<file path="src/rtl/sm83_pkg.sv">
// Shared types for the SM83 fetch/decode queue: length classes, FSM states, descriptor layout.
// The LOCK state exists only when SM83_FETCH_ILLEGAL_TRAP_EN is defined.
package sm83_pkg;

    localparam logic [7:0] OpcCb = 8'hCB;

    typedef enum logic [1:0] {
        Len1,
        Len2,
        Len3,
        LenPrefix
    } len_class_e;

    typedef enum logic [2:0] {
        StOpc,
        StCb,
        StImmLo,
        StImmHi
`ifdef SM83_FETCH_ILLEGAL_TRAP_EN
        ,
        StLock
`endif
    } state_e;

    typedef struct packed {
        logic [7:0]  opcode;
        logic        bank_cb;
        logic [1:0]  len;
        logic [15:0] imm;
        logic        illegal;
    } desc_t;

    function automatic len_class_e len_class(input logic [7:0] op);
        logic ld_imm8;
        // LD r,d8 and ALU A,d8 rows share the low-3-bit pattern 110
        ld_imm8 = (op[7:6] == 2'b00 || op[7:6] == 2'b11) && (op[2:0] == 3'b110);
        if (op == OpcCb) return LenPrefix;
        case (op)
            8'h10, 8'h18, 8'h20, 8'h28, 8'h30, 8'h38,
            8'hE0, 8'hF0, 8'hE8, 8'hF8:                      return Len2;
            8'h01, 8'h11, 8'h21, 8'h31, 8'h08,
            8'hC2, 8'hC3, 8'hCA, 8'hD2, 8'hDA,
            8'hC4, 8'hCC, 8'hCD, 8'hD4, 8'hDC,
            8'hEA, 8'hFA:                                    return Len3;
            default:                                         return ld_imm8 ? Len2 : Len1;
        endcase
    endfunction

    function automatic logic is_illegal(input logic [7:0] op);
        case (op)
            8'hD3, 8'hDB, 8'hDD, 8'hE3, 8'hE4, 8'hEB,
            8'hEC, 8'hED, 8'hF4, 8'hFC, 8'hFD: return 1'b1;
            default:                           return 1'b0;
        endcase
    endfunction

endpackage

</file>
<file path="src/rtl/sm83_desc_fifo.sv">
// Descriptor FIFO with wrap-around pointers; head reads as zero while empty.
module sm83_desc_fifo
    import sm83_pkg::*;
#(
    parameter int unsigned Depth = 2
) (
    input  logic  clk_i,
    input  logic  nreset_i,
    input  logic  flush_i,
    input  logic  push_i,
    input  logic  pop_i,
    input  desc_t wdata_i,
    output desc_t rdata_o,
    output logic  full_o,
    output logic  empty_o
);

    localparam int unsigned PtrW = (Depth > 1) ? $clog2(Depth) : 1;
    localparam int unsigned CntW = $clog2(Depth + 1);
    localparam logic [PtrW-1:0] LastIdx = PtrW'(Depth - 1);

    desc_t           mem_q [Depth];
    logic [PtrW-1:0] rd_q, wr_q;
    logic [CntW-1:0] cnt_q;

    function automatic logic [PtrW-1:0] ptr_inc(input logic [PtrW-1:0] p);
        return (p == LastIdx) ? '0 : p + 1'b1;
    endfunction

    always_ff @(posedge clk_i) begin
        if (!nreset_i || flush_i) begin
            rd_q  <= '0;
            wr_q  <= '0;
            cnt_q <= '0;
        end else begin
            if (push_i) wr_q <= ptr_inc(wr_q);
            if (pop_i)  rd_q <= ptr_inc(rd_q);
            cnt_q <= cnt_q + CntW'(push_i) - CntW'(pop_i);
        end
    end

    always_ff @(posedge clk_i) begin
        if (push_i) mem_q[wr_q] <= wdata_i;
    end

    assign empty_o = (cnt_q == '0);
    assign full_o  = (cnt_q == CntW'(Depth));
    assign rdata_o = empty_o ? '0 : mem_q[rd_q];

endmodule

</file>
<file path="src/rtl/sm83_fetch_decode.sv">
// SM83 byte-stream instruction assembler feeding a descriptor queue.
// Define SM83_FETCH_ILLEGAL_TRAP_EN to flag illegal opcodes and lock the input until flush/reset.
module sm83_fetch_decode
    import sm83_pkg::*;
#(
    parameter int unsigned QUEUE_DEPTH = 2,
    parameter int unsigned IMM_WIDTH   = 16
) (
    input  logic                 clk,
    input  logic                 nreset,
    input  logic                 flush,
    input  logic                 in_valid,
    output logic                 in_ready,
    input  logic [7:0]           in_data,
    output logic                 out_valid,
    input  logic                 out_ready,
    output logic [7:0]           out_opcode,
    output logic                 out_bank_cb,
    output logic [1:0]           out_len,
    output logic [IMM_WIDTH-1:0] out_imm,
    output logic                 out_illegal,
    output logic                 busy
);

    state_e      state_q, state_d;
    logic [7:0]  opc_q, opc_d;
    logic [15:0] imm_q, imm_d;
    logic        two_left_q, two_left_d;

    logic  q_full, q_empty, accept, pop, push;
    desc_t push_desc, head;

    always_ff @(posedge clk) begin
        if (!nreset) begin
            state_q    <= StOpc;
            opc_q      <= '0;
            imm_q      <= '0;
            two_left_q <= 1'b0;
        end else begin
            state_q    <= state_d;
            opc_q      <= opc_d;
            imm_q      <= imm_d;
            two_left_q <= two_left_d;
        end
    end

`ifdef SM83_FETCH_ILLEGAL_TRAP_EN
    assign in_ready = !q_full && (state_q != StLock);
`else
    assign in_ready = !q_full;
`endif
    assign accept = in_valid && in_ready;
    assign pop    = out_valid && out_ready && !flush;
    assign busy   = (state_q != StOpc);

    always_comb begin
        state_d    = state_q;
        opc_d      = opc_q;
        imm_d      = imm_q;
        two_left_d = two_left_q;
        push       = 1'b0;
        push_desc  = '0;
        if (flush) begin
            state_d = StOpc;
            imm_d   = '0;
        end else if (accept) begin
            case (state_q)
                StOpc: begin
                    opc_d = in_data;
                    imm_d = '0;
`ifdef SM83_FETCH_ILLEGAL_TRAP_EN
                    if (is_illegal(in_data)) begin
                        push              = 1'b1;
                        push_desc.opcode  = in_data;
                        push_desc.len     = 2'd1;
                        push_desc.illegal = 1'b1;
                        state_d           = StLock;
                    end else
`endif
                    begin
                        case (len_class(in_data))
                            LenPrefix: state_d = StCb;
                            Len2: begin
                                state_d    = StImmLo;
                                two_left_d = 1'b0;
                            end
                            Len3: begin
                                state_d    = StImmLo;
                                two_left_d = 1'b1;
                            end
                            default: begin
                                push             = 1'b1;
                                push_desc.opcode = in_data;
                                push_desc.len    = 2'd1;
                            end
                        endcase
                    end
                end
                StCb: begin
                    push              = 1'b1;
                    push_desc.opcode  = in_data;
                    push_desc.bank_cb = 1'b1;
                    push_desc.len     = 2'd2;
                    state_d           = StOpc;
                end
                StImmLo: begin
                    imm_d[7:0] = in_data;
                    if (!two_left_q) begin
                        push             = 1'b1;
                        push_desc.opcode = opc_q;
                        push_desc.len    = 2'd2;
                        push_desc.imm    = {8'h00, in_data};
                        state_d          = StOpc;
                    end else begin
                        state_d = StImmHi;
                    end
                end
                StImmHi: begin
                    imm_d[15:8]      = in_data;
                    push             = 1'b1;
                    push_desc.opcode = opc_q;
                    push_desc.len    = 2'd3;
                    push_desc.imm    = {in_data, imm_q[7:0]};
                    state_d          = StOpc;
                end
                default: ;
            endcase
        end
    end

    sm83_desc_fifo #(
        .Depth (QUEUE_DEPTH)
    ) u_fifo (
        .clk_i    (clk),
        .nreset_i (nreset),
        .flush_i  (flush),
        .push_i   (push),
        .pop_i    (pop),
        .wdata_i  (push_desc),
        .rdata_o  (head),
        .full_o   (q_full),
        .empty_o  (q_empty)
    );

    assign out_valid   = !q_empty;
    assign out_opcode  = head.opcode;
    assign out_bank_cb = head.bank_cb;
    assign out_len     = head.len;
    assign out_imm     = IMM_WIDTH'(head.imm);
    // Only ever set when the illegal trap is compiled in.
    assign out_illegal = head.illegal;

endmodule
</file>
<file path="config.mk">
export PLATFORM = sky130hd
export DESIGN_NAME = sm83_fetch_decode
export DESIGN_NICKNAME = d
export VERILOG_FILES = /design/src/rtl/sm83_pkg.sv /design/src/rtl/sm83_desc_fifo.sv /design/src/rtl/sm83_fetch_decode.sv
export SDC_FILE = /design/constraint.sdc
export NUM_CORES = 1
export LEC_CHECK = 0
export ABC_AREA = 1
export CAP_MARGIN = 0
export CORE_ASPECT_RATIO = 1.2
export CORE_MARGIN = 5
export CORE_UTILIZATION = 30
export DETAILED_ROUTE_END_ITERATION = 16
export GPL_TIMING_DRIVEN = 0
export HOLD_SLACK_MARGIN = 0.12
export PLACE_DENSITY = 0.53
export REMOVE_ABC_BUFFERS = 1
export SETUP_SLACK_MARGIN = 0.05
export SLEW_MARGIN = 40
export SYNTH_ARGS = -nofsm -noshare
export SYNTH_HDL_FRONTEND = slang
export SYNTH_HIERARCHICAL = 1
export SYNTH_SLANG_ARGS = --single-unit
</file>
<file path="constraint.sdc">
create_clock -name clk -period 5.9 [get_ports clk]
set_clock_uncertainty 0.05 [all_clocks]
set_input_delay 0.885 -clock clk [delete_from_list [all_inputs] [get_ports clk]]
set_output_delay 0.885 -clock clk [all_outputs]
set_load 0.02 [all_outputs]
</file>
After elaboration in Yosys (flattened, before gate mapping) --
Memories as Yosys holds them, arrays and structs flattened. A register that Yosys moved wholly into a read port is not among the register bits. Cells that the tools add are included. W data, S select, Z words.
Word-level totals: register bits after elaboration 24, bits in writable memories 54, input bits 13, output and inout port bits 31, memories kept 1, logic and storage cells 117
Memories:
- u_fifo.mem_q | words 2, bits a word 27, rd ports 1, clocked after memory_dff 1, wr ports 1, RTL line sm83_desc_fifo.sv:22 | desc_t mem_q [Depth];
Operators by class: muxes and demuxes 38, eq/ne operators 38, reductions and logical operators 27, bitwise operators 2, add/subtract/negate cells 4
Operators by type and width (number):
- $eq A8 B8 Y1 const B | 17
- $mux W27 | 2
- $eq A8 B6 Y1 const B | 6
- $pmux W16 S2 | 1
- $pmux W8 S4 | 1
- $mux W28 | 1
- $eq A8 B5 Y1 const B | 3
- $mux W18 | 1
- $mux W1 | 17
- $reduce_or A17 Y1 | 1
- $mux W8 | 2
- $pmux W8 S2 | 1
- $mux W2 | 6
- $reduce_or A10 Y1 | 1
- $pmux W3 S3 | 1
- $eq A2 B2 Y1 const B | 4
- $eq A8 B1 Y1 const B | 1
- $eq A8 B4 Y1 const B | 1
- $pmux W2 S4 | 1
- $eq A3 B2 Y1 const B | 2
- $pmux W3 S2 | 1
- $reduce_and A3 Y1 | 2
- $reduce_bool A3 Y1 | 2
- $reduce_or A2 Y1 | 3
- other kinds (20) | 31

Depth between registers and ports, before layout --
Gate-level depths: netlist of run 1.
depth after elaboration 17, mapped depth 18, mapped depth without buffers 17

Modules after synthesis --
Netlist of run 1, hierarchy kept.
Modules (own cells, without submodules):
- sm83_desc_fifo | area each 2402.3 um^2, instances 1, cells each 182, sequential area each 1781.7 um^2
- sm83_fetch_decode | area each 1373.8 um^2, instances 1, cells each 221, sequential area each 380.4 um^2

Worst setup path after synthesis of run 1 --
Ideal clock, no wire load.
path kind input -> register, start input port in_data[1], end memory u_fifo/mem_q[0][0] (netlist name), enable pin, arrival time 3285 ps, cell stages on the path 14, slack 2152 ps, setup time 413 ps, data required time 5437 ps, buffers on the path 1, cells stage by stage buf_2 inv_1 nand2_1 nor2_1 nand2_1 nand2_1 nand2_1 nand2_1 nor2_1 ha_1 nand2_1 a21oi_1 inv_1 nor2_1
Between the ends: word-level cells in the longest chain between the ends 17, elaborated cells between the ends (all ways) 52, those cells by class eq/ne (32); mux (16); reduce/logical (4)
Ends and longest elaborated chain:
- from (decl) | RTL line sm83_fetch_decode.sv:14 | input logic [7:0] in_data,
- $eq A8 B8 Y1 | RTL line sm83_pkg.sv:37 | if (op == OpcCb) return LenPrefix;
- $mux W1 | RTL line sm83_pkg.sv:37
- $mux W1 | RTL line sm83_fetch_decode.sv:67 | case (state_q)
- $mux W1 | RTL line sm83_fetch_decode.sv:66 | end else if (accept) begin
- $mux W1 | RTL line sm83_fetch_decode.sv:63 | if (flush) begin
- $mux W2 (*) | RTL line sm83_pkg.sv:38 | case (op)
- $mux W2 (*) | RTL line sm83_fetch_decode.sv:67
- $mux W2 (*) | RTL line sm83_fetch_decode.sv:66
- [2 not listed]
- $reduce_or A3 Y1 (no source line) (*)
- $mux W1 (*) | RTL line sm83_fetch_decode.sv:81 | case (len_class(in_data))
- $pmux W1 S3 (*) | RTL line sm83_fetch_decode.sv:67
- $mux W1 (*) | RTL line sm83_fetch_decode.sv:66
- $mux W1 (*) | RTL line sm83_fetch_decode.sv:63
- named net push | RTL line sm83_fetch_decode.sv:30 | logic q_full, q_empty, accept, pop, push;
- $mux W1 (*) | RTL line sm83_desc_fifo.sv:43 | if (push_i) mem_q[wr_q] <= wdata_i;
- $mux W1 (not written as such) (*) | RTL line sm83_desc_fifo.sv:43
- to (decl) | RTL line sm83_desc_fifo.sv:22
Mark *: on every way through the listed nets, which the timed path passes. The rest lies on a longest branch. The select of a mux whose other input is x is not followed.

Final worst setup path of run 1 --
start input port in_data[6], end memory u_fifo/mem_q[0][15] (netlist name), enable pin
Between the ends: word-level cells in the longest chain between the ends 17, elaborated cells between the ends (all ways) 54, those cells by class eq/ne (32); mux (16); reduce/logical (6)
Ends and longest elaborated chain (RTL line):
- $eq A8 B8 Y1 (tied with other cells) | sm83_pkg.sv:37
- $mux W1 / $logic_or A1 B1 Y1 (equally long branches) | sm83_pkg.sv:37, sm83_pkg.sv:36
- $mux W1 / $logic_and A1 B1 Y1 (equally long branches) | sm83_fetch_decode.sv:67, sm83_pkg.sv:36
- $mux W1, on equally long branches | sm83_fetch_decode.sv:66, sm83_pkg.sv:45
- $mux W1 / $pmux W2 S2 (equally long branches) | sm83_fetch_decode.sv:63, sm83_pkg.sv:38
- $mux W2 (*) | sm83_pkg.sv:38
- $mux W2 (*) | sm83_fetch_decode.sv:67
- $mux W2 (*) | sm83_fetch_decode.sv:66
- [2 not listed]
- $reduce_or A3 Y1 (no source line) (*)
- $mux W1 (*) | sm83_fetch_decode.sv:81
- $pmux W1 S3 (*) | sm83_fetch_decode.sv:67
- $mux W1 (*) | sm83_fetch_decode.sv:66
- $mux W1 (*) | sm83_fetch_decode.sv:63
- named net push | sm83_fetch_decode.sv:30
- $mux W1 (*) | sm83_desc_fifo.sv:43
- $mux W1 (not written as such) (*) | sm83_desc_fifo.sv:43
Marked as above.

==> results of run 1 <==
-- how the worst max path moves through the flow --
stage | startpoint | endpoint | slack, ns | depth (start not counted)
5_1_grt | in_data[6] | u_fifo/mem_q[0][15]$_DFFE_PP_ | 1.88 | 14
3_3_place_gp | in_data[7] | u_fifo/mem_q[0][2]$_DFFE_PP_ | 0.36 | 12
3_5_place_dp | in_data[6] | u_fifo/mem_q[0][1]$_DFFE_PP_ | 1.80 | 14
6_report | in_data[6] | u_fifo/mem_q[0][15]$_DFFE_PP_ | 2.16 | 14
2_1_floorplan | in_data[6] | u_fifo/mem_q[0][0]$_DFFE_PP_ | 2.16 | 13
4_1_cts | in_data[6] | u_fifo/mem_q[0][15]$_DFFE_PP_ | 2.15 | 14
-- metal layers --
| metal | share of wire (%) | global-route usage (%) | up-vias | routed length, um |
|---|---|---|---|---|
| met3 | 3.8 | 1.830 | 14 | 334 |
| met5 | 0 | 0 | - | 0 |
| li1 | - | - | 1430 | - |
| met4 | 2.5 | 6.880 | 0 | 220 |
| met2 | 51 | 20.61 | 74 | 4431 |
| met1 | 43 | 14.61 | 1332 | 3787 |
-- kinds of logic (layout without fill, tap and decap cells) --
group / after synthesis / count (layout)
other: 1 / 2
AOI/OAI and AO/OA: 71 / 71
DFF: 80 / 80
buffers and inverters: 51 / 97
xor gates and xnor gates: 1 / 1
adders and majority gates: 8 / 8
and+or+nand+nor: 191 / 191
-- cells in the mapped netlist, types with 3 or more instances --
master	count	area share (%)
a21oi_2	11	2.6
dfxtp_1	24	13
edfxtp_1	56	45
buf_4	3	0.60
ha_1	8	2.7
buf_2	5	0.66
a22oi_1	8	1.6
a32oi_1	8	1.9
buf_6	5	1.5
inv_1	32	3.2
nand2_1	110	11
inv_2	3	0.30
nor2_2	3	0.50
o21ai_0	5	0.66
a21oi_1	37	4.9
nor2_1	57	5.7
nand3_1	15	2.0
-- worst min-delay path, delay by kind of cell, from the launching register on --
kind / cells / cell delay [ns]
AO/OA/AOI/OAI: 1 / 0.05
AND/OR/NAND/NOR: 1 / 0.06
flip-flops: 1 / 0.31
-- flip-flops by register name, summed over array words and instances, names as in the netlist, named ones only --
signal and cells:
imm_q 8, opc_q 8, state_q 2, two_left_q 1, u_fifo/cnt_q 2, u_fifo/mem_q 56, u_fifo/rd_q 1, u_fifo/wr_q 1
-- metrics by stage --
stage,area [um2],power [W],hold WS [ns],instances
6_report,4603,0.001263,0.4125,614
4_1_cts,4603,0.001273,0.4111,614
3_3_place_gp,4277,0.0007748,0.3986,596
2_1_floorplan,3641,0.0007183,0.3911,389
5_1_grt,4603,0.001311,0.4318,614
3_5_place_dp,4345,0.0007838,0.4036,598
-- final cells by class --
| cell class | count | area, um2 | share of cell area, % |
|---|---|---|---|
| Multi-Input combinational cell | 273 | 1356 | 29.46 |
| Sequential cell | 80 | 2163 | 47.00 |
| Clock buffer | 12 | 236.5 | 5.137 |
| Inverter | 36 | 135.1 | 2.936 |
| Clock inverter | 4 | 21.27 | 0.4621 |
| Tap cell | 164 | 205.2 | 4.458 |
| Timing Repair Buffer | 45 | 485.5 | 10.55 |
-- placed cells by master (no fill, tap or decap), types with 2 or more instances in the layout --
cell	Yosys	routed
a21oi_2	11	11
nand2_1	110	110
o21ai_0	5	5
ha_1	8	8
clkbuf_16	0	9
clkinv_1	1	2
inv_1	32	31
clkdlybuf4s50_1	0	43
clkbuf_1	0	3
edfxtp_1	56	56
nand3_1	15	15
nor3_1	2	2
nor2_2	3	2
buf_16	0	2
clkinv_2	0	2
conb_1	1	2
a32oi_1	8	8
dfxtp_1	24	23
inv_2	3	4
a21oi_1	37	37
nor2_1	57	56
a22oi_1	8	8
nor2_4	1	3
-- power breakdown --
part | leakage [nW] | internal, W | switching [W]
registers | 0.671 | 0.000621 | 0.00000790
logic | 0.886 | 0.0000529 | 0.0000892
clock network | 0.124 | 0.000282 | 0.000210
==> results.toml, run 1 <==
[power_and_ir_drop]
ir_drop_mv = 0.1510
power.leakage_nw = 1.680
powerDensity_nw_per_um2 = 274.4

[logic_synthesis]
ys_warn_count = 6
synthArstFlopShare_pct = 0
syn_area_um2 = 3776
syn_area_per_cell_um2 = 9.370
synth_compound_area_share_pct = 12.23
synth_ff_type = "edfxtp_1"
syn_inst = 403
synth_edf_count = 56
synth_cell_types = 29
muxShareOfSynthArea_pct = 0
synth_xor_area_share_pct = 0.2319
synth-simple-area-share_pct = 20.28
ys_ff_latch = 80
synth_top_family_by_area = "simple AND/OR/NAND/NOR gates"
seq_area_frac_synth_pct = 57.26
synthAdderAreaFrac_pct = 2.651

[grt]
antenna_found_initial = 0
grt-ovfl-total = 0
grt_pass1_vias = 2738
grt_pass1_wl_um = 14170
grt_max_degree = 30
grt_usage_pct = 12.15

[setup_path]
start_kind = "primary input"
regToRegSetupSlack_ns = 3.37
worstPathCellList = "clkdlybuf4s50_1 -> inv_1 -> ha_1 -> nand2_1 -> o21ai_0 -> nand2_1 -> nand4_1 -> inv_1 -> ha_1 -> nand2_1 -> a21oi_1 -> inv_1 -> nor2_4 -> buf_16"
crit_arrival_ns = 3.73
r2r_cells = 10
cp-end-kind = "flip-flop"
r2r_end = "u_fifo/mem_q[0][15]$_DFFE_PP_"
cp_max_fo = 15
cp_top_family = "buffers and inverters"
slowest_stage = "clkdlybuf4s50_1"
critPathRequiredTime_ns = 5.90
regToRegStartpoint = "u_fifo/cnt_q[1]$_SDFF_PP0_"
setup.worst_path.class = "in2reg"
max_stage_delay_ns = 0.67
cp_num_buf_inv = 5

[detailed_routing]
via_per_inst = 4.642
drc = 0
finalWirelength_um = 8773
drt_iter0_drc = 190
ant_nets = 0
vias = 2850
first_pass_iters = 5
wl_per_cell_um = 14.29

[hold_path]
min_path_type = "reg2reg"
min_from = "imm_q[4]$_SDFFE_PP0P_"
holdPathStages = 2
hold_end = "imm_q[4]$_SDFFE_PP0P_"

[timing]
fin_tns_setup_ns = 0
slew_headroom_pct = 54.11
rsz0062_at_grt = "no"
worst_pin_slew_ns = 0.6874
fin_ws_ns = 2.164
fmax_ghz = 0.2677
finalCritPeriodShare_pct = 63.32
fin_crit_ns = 3.736
finalHoldViolations = 0
finalSetupViolations = 0
drv_slew = 0

[clock_tree]
ctsRootBufferMaster = "clkbuf_16"
ctsHoldBuffers = 0
cts_buffer_depth = 2
post-cts-setup-buffers = 0
cts_tree = "built"
path_clk_slew_ns = 0.06
cts_made_buffers = 9
clk-insertion-delay-late_ns = 0.34
htree_levels = 3
ctsResizeCount = 0
clock_sinks = 80

[place]
dpl.hpwl_um = 5864
dp_slack_ns = 1.795
routabilityCongestion = 0.8048
io_buffers = 43

[cells_and_area]
drive_gt1_share_pct = 8.667
fillers = 1290
nets = 466
post-route-util_pct = 36.83
area_growth_pct = 21.90
antennaDiodeCount = 0

[floorplanning]
die_h_um = 132.9
rows = 45
ios = 44
dieArea_um2 = 14940
initial_core_util_pct = 30.21
chipWidth_um = 112.4
coreArea_um2 = 12500

[run_status]
status = "complete, no violations"

[job]
cap_viol_max_count = 0
Note: power is estimated with default switching activity, not from simulation.
==> inputs of run 2 (changes only) <==
PLACE_DENSITY = 0.55   (was 0.53)
clock period = 3.3 ns   (was 5.9 ns; I/O delays follow)
==> run 2 against run 1 <==
Compared with the run above:
- sequential share of layout area shrank 0.56 points
- critical path type unchanged
- worst hold slack about the same
- critical endpoint is now u_fifo/mem_q[0][17]$_DFFE_PP_
- die area unchanged
- first-iteration DRC count shrank 26%
- combinational power up 81%
- sequential power rose by 78%
- clock power up 87%
- cell count increased by 0.16%
- routed wire length fell by 2.4%
- core utilization rose by 0.44 points
==> results.toml, run 2 (synthesized netlist as in run 1, its figures left out) <==
[floorplanning]
initial_core_util_pct = 30.21
die_h_um = 132.9
rows = 45
dieArea_um2 = 14940
ios = 44
chipWidth_um = 112.4
coreArea_um2 = 12500

[timing]
finalSetupViolations = 0
fmax_ghz = 0.3345
rsz0062_at_grt = "no"
slew_headroom_pct = 59.02
finalHoldViolations = 0
finalCritPeriodShare_pct = 90.59
drv_slew = 0
fin_crit_ns = 2.989
fin_tns_setup_ns = 0
worst_pin_slew_ns = 0.6147

[place]
dpl.hpwl_um = 5870
post_dp_cell_area_um2 = 4345
io_buffers = 43
routabilityCongestion = 0.7978
dpl.cell_count = 598

[grt]
antenna_found_initial = 0
grt_pass1_vias = 2858
grt-ovfl-total = 0
grt_pass1_wl_um = 14120
grt_usage_pct = 11.76
grt_max_degree = 30

[hold_path]
min_path_type = "reg2reg"
holdPathStages = 2

[cells_and_area]
regArea_um2 = 2163
antennaDiodeCount = 0
most-common-layout-cells = "nand2_1 (110), nor2_1 (56), edfxtp_1 (56)"
multiInputGateArea_um2 = 1356
final_common_cell = "nand2_1"
top_regs = "u_fifo/mem_q x56, imm_q x8, opc_q x8"
drive_gt1_share_pct = 9.534
stdcell_area_um2 = 4658
regMostFlops = "u_fifo/mem_q"
instances_no_fill = 615
area_growth_pct = 23.36
nets = 467
largest_reg_flops = 56
fillers = 1279

[detailed_routing]
wl_per_cell_um = 13.93
drc = 0
ant_nets = 0
vias = 2850
drt_iter0_drc = 141
first_pass_iters = 4
via_per_inst = 4.634
finalWirelength_um = 8564

[setup_path]
setup.worst_path.class = "in2reg"
worstPathCellList = "clkdlybuf4s50_1 -> inv_1 -> nand2_1 -> nor2_1 -> nand3_1 -> nand4_1 -> inv_1 -> ha_1 -> nand2_1 -> a21oi_1 -> inv_1 -> nor2_4 -> buf_16"
cp_common_cell = "inv_1"
slowest_stage = "clkdlybuf4s50_1"
cp-end-kind = "flip-flop"
crit_arrival_ns = 2.97
cp_max_fo = 16
max_stage_delay_ns = 0.68
r2r_cells = 9
start_kind = "primary input"
critPathRequiredTime_ns = 3.29

[clock_tree]
cts_tree = "built"
path_clk_slew_ns = 0.06
cts_buffer_depth = 2
ctsRootBufferMaster = "clkbuf_16"
ctsHoldBuffers = 0
clock_sinks = 80
htree_levels = 3
cts_made_buffers = 9
clk-insertion-delay-late_ns = 0.33

[power_and_ir_drop]
ir_drop_mv = 0.2698
power.leakage_nw = 1.720
powerDensity_nw_per_um2 = 494.4

[job]
cap_viol_max_count = 0

[run_status]
status = "complete, no violations"
[run 2: cell types whose count changed in the layout (fill, tap and decap cells not counted), sizes merged]
cell / delta
inv: +1
buf: +1
dlymetal6s2s: +2
clkdlybuf4s50: -2
clkbuf: -1
[run 2: stage by stage]
stage	total power, W	hold WS, ns	worst slack (ns)	util [%]
after floorplan	0.001284	0.3911	-0.04950	-
after global placement	0.001383	0.3974	-1.792	34.21
after detailed placement	0.001399	0.4021	-0.3793	34.76
after CTS	0.002328	0.4109	0.1683	37.21
after global routing	0.002395	0.4274	0.1252	37.27
final	0.002303	0.4126	0.3106	37.27
[run 2: worst paths after layout]
kind / startpoint / endpoint / slack, ns
worst max-delay path: in_data[2] / u_fifo/mem_q[0][17]$_DFFE_PP_ / 0.31
worst min-delay path: imm_q[5]$_SDFFE_PP0P_ / imm_q[5]$_SDFFE_PP0P_ / 0.41
worst max register to register: u_fifo/cnt_q[0]$_SDFF_PP0_ / u_fifo/mem_q[0][17]$_DFFE_PP_ / 1.09
worst min register to register: imm_q[5]$_SDFFE_PP0P_ / imm_q[5]$_SDFFE_PP0P_ / 0.41
[run 2: cell type report]
class	instances	share of cell area, %
clock inverter	5	0.6446
clock buffer	11	5.426
multi-input combinational	273	29.12
tap	164	4.405
timing repair buffer	46	10.96
inverter	36	3.008
sequential	80	46.44
[run 2: timing repair]
item	CTS	global route
resized for setup	1	3
setup endpoints to repair	44	58
pin swaps	1	0
buffers inserted	1	0
endpoints found under the hold margin	0	0
[run 2: power breakdown]
group / switching, W / internal [W]
Sequential: 0.0000142 / 0.00111
Clock: 0.000375 / 0.000547
Combinational: 0.000158 / 0.0000987
[run 2: metal layers]
metal  GRT usage, %  vias up  share of wire [%]
met1          13.90     1320                 44
met5              0        -                  0
met2          20.15       82                 50
li1               -     1434                  -
met4          6.012        0                2.6
met3          2.333       14                4.0
[run 2: worst max-delay path, delay by kind of cell]
kind / cells / cell delay (ns)
adders and majority gates: 1 / 0.15
buffers and inverters: 5 / 1.27
and+or+nand+nor: 6 / 0.74
AOI/OAI and AO/OA: 1 / 0.31
==> inputs of run 3 (changes only) <==
PLACE_DENSITY = 0.53   (was 0.55)
clock period = 3.7 ns   (was 3.3 ns; I/O delays follow)
==> run 3 against run 2 <==
Compared with the run above:
- die area unchanged
- worst hold slack improved by 0.00076 ns
- sequential cell count stayed put
- global-route usage increased by 0.39 points
- cell count unchanged
- via count barely moved
==> results.toml, run 3 (synthesized netlist as in run 1, its figures left out) <==
[grt]
use_met1_pct = 14.61
grt-ovfl-total = 0
gr-usage-met3_pct = 1.830
grt-busiest-layer = "met2"
use_met2_pct = 20.61
antenna_found_initial = 0
grt_usage_pct = 12.15
grt_max_degree = 30
grt_pass1_vias = 2738
grt_pass1_wl_um = 14170

[power_and_ir_drop]
power.switching_w = 0.0004908
ir_drop_mv = 0.2375
internal-power_w = 0.001528
combPwrFrac_pct = 11.5
seq_power_share_pct = 49.7
pwr-share-clk_pct = 38.9
swShare_pct = 24.32
powerDensity_nw_per_um2 = 436.6
power.leakage_nw = 1.688

[timing]
fin_tns_setup_ns = 0
finalCritPeriodShare_pct = 89.97
fmax_ghz = 0.3004
rsz0062_at_grt = "no"
finalSetupViolations = 0
finalHoldViolations = 0
drv_slew = 0
fin_crit_ns = 3.329
slew_headroom_pct = 53.92
worst_pin_slew_ns = 0.6903

[detailed_routing]
drc = 0
finalWirelength_um = 8785
drt_iter0_drc = 150
first_pass_iters = 5
via_per_inst = 4.637
ant_nets = 0
vias = 2852
wl_per_cell_um = 14.28

[hold_path]
min_path_type = "reg2reg"
min_from = "imm_q[4]$_SDFFE_PP0P_"
hold_end = "imm_q[4]$_SDFFE_PP0P_"
holdPathStages = 2

[place]
io_buffers = 43
dpl.cell_count = 598
dpl.hpwl_um = 5864
routabilityCongestion = 0.8048

[cells_and_area]
top_regs = "u_fifo/mem_q x56, imm_q x8, opc_q x8"
multiInputGateArea_um2 = 1356
drive_gt1_share_pct = 8.869
instances_no_fill = 615
final_common_cell = "nand2_1"
nets = 467
regMostFlops = "u_fifo/mem_q"
most-common-layout-cells = "nand2_1 (110), nor2_1 (56), edfxtp_1 (56)"
regArea_um2 = 2163
antennaDiodeCount = 0
area_growth_pct = 22.43
largest_reg_flops = 56
fillers = 1288

[floorplanning]
dieArea_um2 = 14940
ios = 44
initial_core_util_pct = 30.21
rows = 45
die_h_um = 132.9
coreArea_um2 = 12500
chipWidth_um = 112.4

[setup_path]
crit_arrival_ns = 3.25
r2r_cells = 9
regToRegStartpoint = "u_fifo/cnt_q[1]$_SDFF_PP0_"
critPathRequiredTime_ns = 3.62
cp-startpoint = "in_data[6]"
regToRegSetupSlack_ns = 1.24
r2r_end = "u_fifo/mem_q[1][4]$_DFFE_PP_"
cp-end-kind = "flip-flop"
setup.worst_path.class = "in2reg"
cp_max_fo = 29
start_kind = "primary input"

[clock_tree]
cts_made_buffers = 9
path_clk_slew_ns = 0.06
ctsResizeCount = 0
htree_levels = 3
clk-insertion-delay-late_ns = 0.34
clock_sinks = 80
cts_buffer_depth = 2
ctsRootBufferMaster = "clkbuf_16"
cts_tree = "built"

[run_status]
status = "complete, no violations"

[job]
cap_viol_max_count = 0
[run 3: changes by cell type in the layout (fill, tap and decap cells not counted)]
cell             change
clkbuf_8             -2
inv_6                -2
inv_2                +1
dlymetal6s2s_1       -2
clkbuf_1             +3
clkdlybuf4s50_1      +2
[run 3: layer usage]
layer | part of all wire [%] | vias up
met3 | 3.8 | 14
met1 | 44 | 1336
li1 | - | 1431
met2 | 50 | 71
met5 | 0 | -
met4 | 2.5 | 0
[run 3: how the worst max path moves through the flow]
| stage | end | slack (ns) | depth (start not counted) |
|---|---|---|---|
| final | u_fifo/mem_q[1][4]$_DFFE_PP_ | 0.37 | 13 |
| after global routing | u_fifo/mem_q[1][4]$_DFFE_PP_ | 0.08 | 13 |
| after CTS | u_fifo/mem_q[0][15]$_DFFE_PP_ | 0.28 | 14 |
| after detailed placement | u_fifo/mem_q[0][1]$_DFFE_PP_ | -0.07 | 14 |
| after global placement | u_fifo/mem_q[0][2]$_DFFE_PP_ | -1.51 | 12 |
| after floorplan | u_fifo/mem_q[0][0]$_DFFE_PP_ | 0.29 | 13 |
[run 3: repair_timing]
| action | 4_1_cts | 5_1_grt |
|---|---|---|
| hold buffers | 0 | 0 |
| setup endpoints to repair | 0 | 14 |
| buffers inserted | 0 | 1 |
| endpoints found under the hold margin | 0 | 0 |
[run 3: cell type report]
| type | count | share of cell area (%) |
|---|---|---|
| flip-flops and latches | 80 | 46.79 |
| multi-input cells | 273 | 29.34 |
| repair buffers | 46 | 10.93 |
| clock buffers | 12 | 5.115 |
| well taps | 164 | 4.438 |
| inverters | 36 | 2.923 |
| clock inverters | 4 | 0.4601 |
[run 3: per-stage QoR]
stage / total power [W] / instance area (um2) / utilization [%] / setup WS [ns] / hold WS (ns)
floorplan: 0.001145 / 3641 / - / 0.2905 / 0.3911
global placement: 0.001235 / 4277 / 34.21 / -1.505 / 0.3986
detailed placement: 0.001250 / 4345 / 34.76 / -0.07475 / 0.4036
CTS: 0.002030 / 4603 / 36.83 / 0.2762 / 0.4111
global route: 0.002095 / 4623 / 36.99 / 0.08042 / 0.4318
finish: 0.002018 / 4623 / 36.99 / 0.3713 / 0.4134
[run 3: power by group through the flow]
stage,logic [W],registers (W),clock network [W]
finish,0.000231,0.00100,0.000785
global route,0.000256,0.00101,0.000834
CTS,0.000229,0.00100,0.000799
detailed placement,0.000229,0.00102,0
global placement,0.000214,0.00102,0
floorplan,0.000127,0.00102,0
[run 3: critical path, cell delays in order]
cell and delay (ns):
clkdlybuf4s50_1 0.68, inv_1 0.11, ha_1 0.24, nand2_1 0.09, o21ai_0 0.08, nand2_1 0.07
nand4_1 0.10, inv_1 0.11, ha_1 0.14, nand2_1 0.11, a21oi_1 0.32, nand2_1 0.11
inv_2 0.52
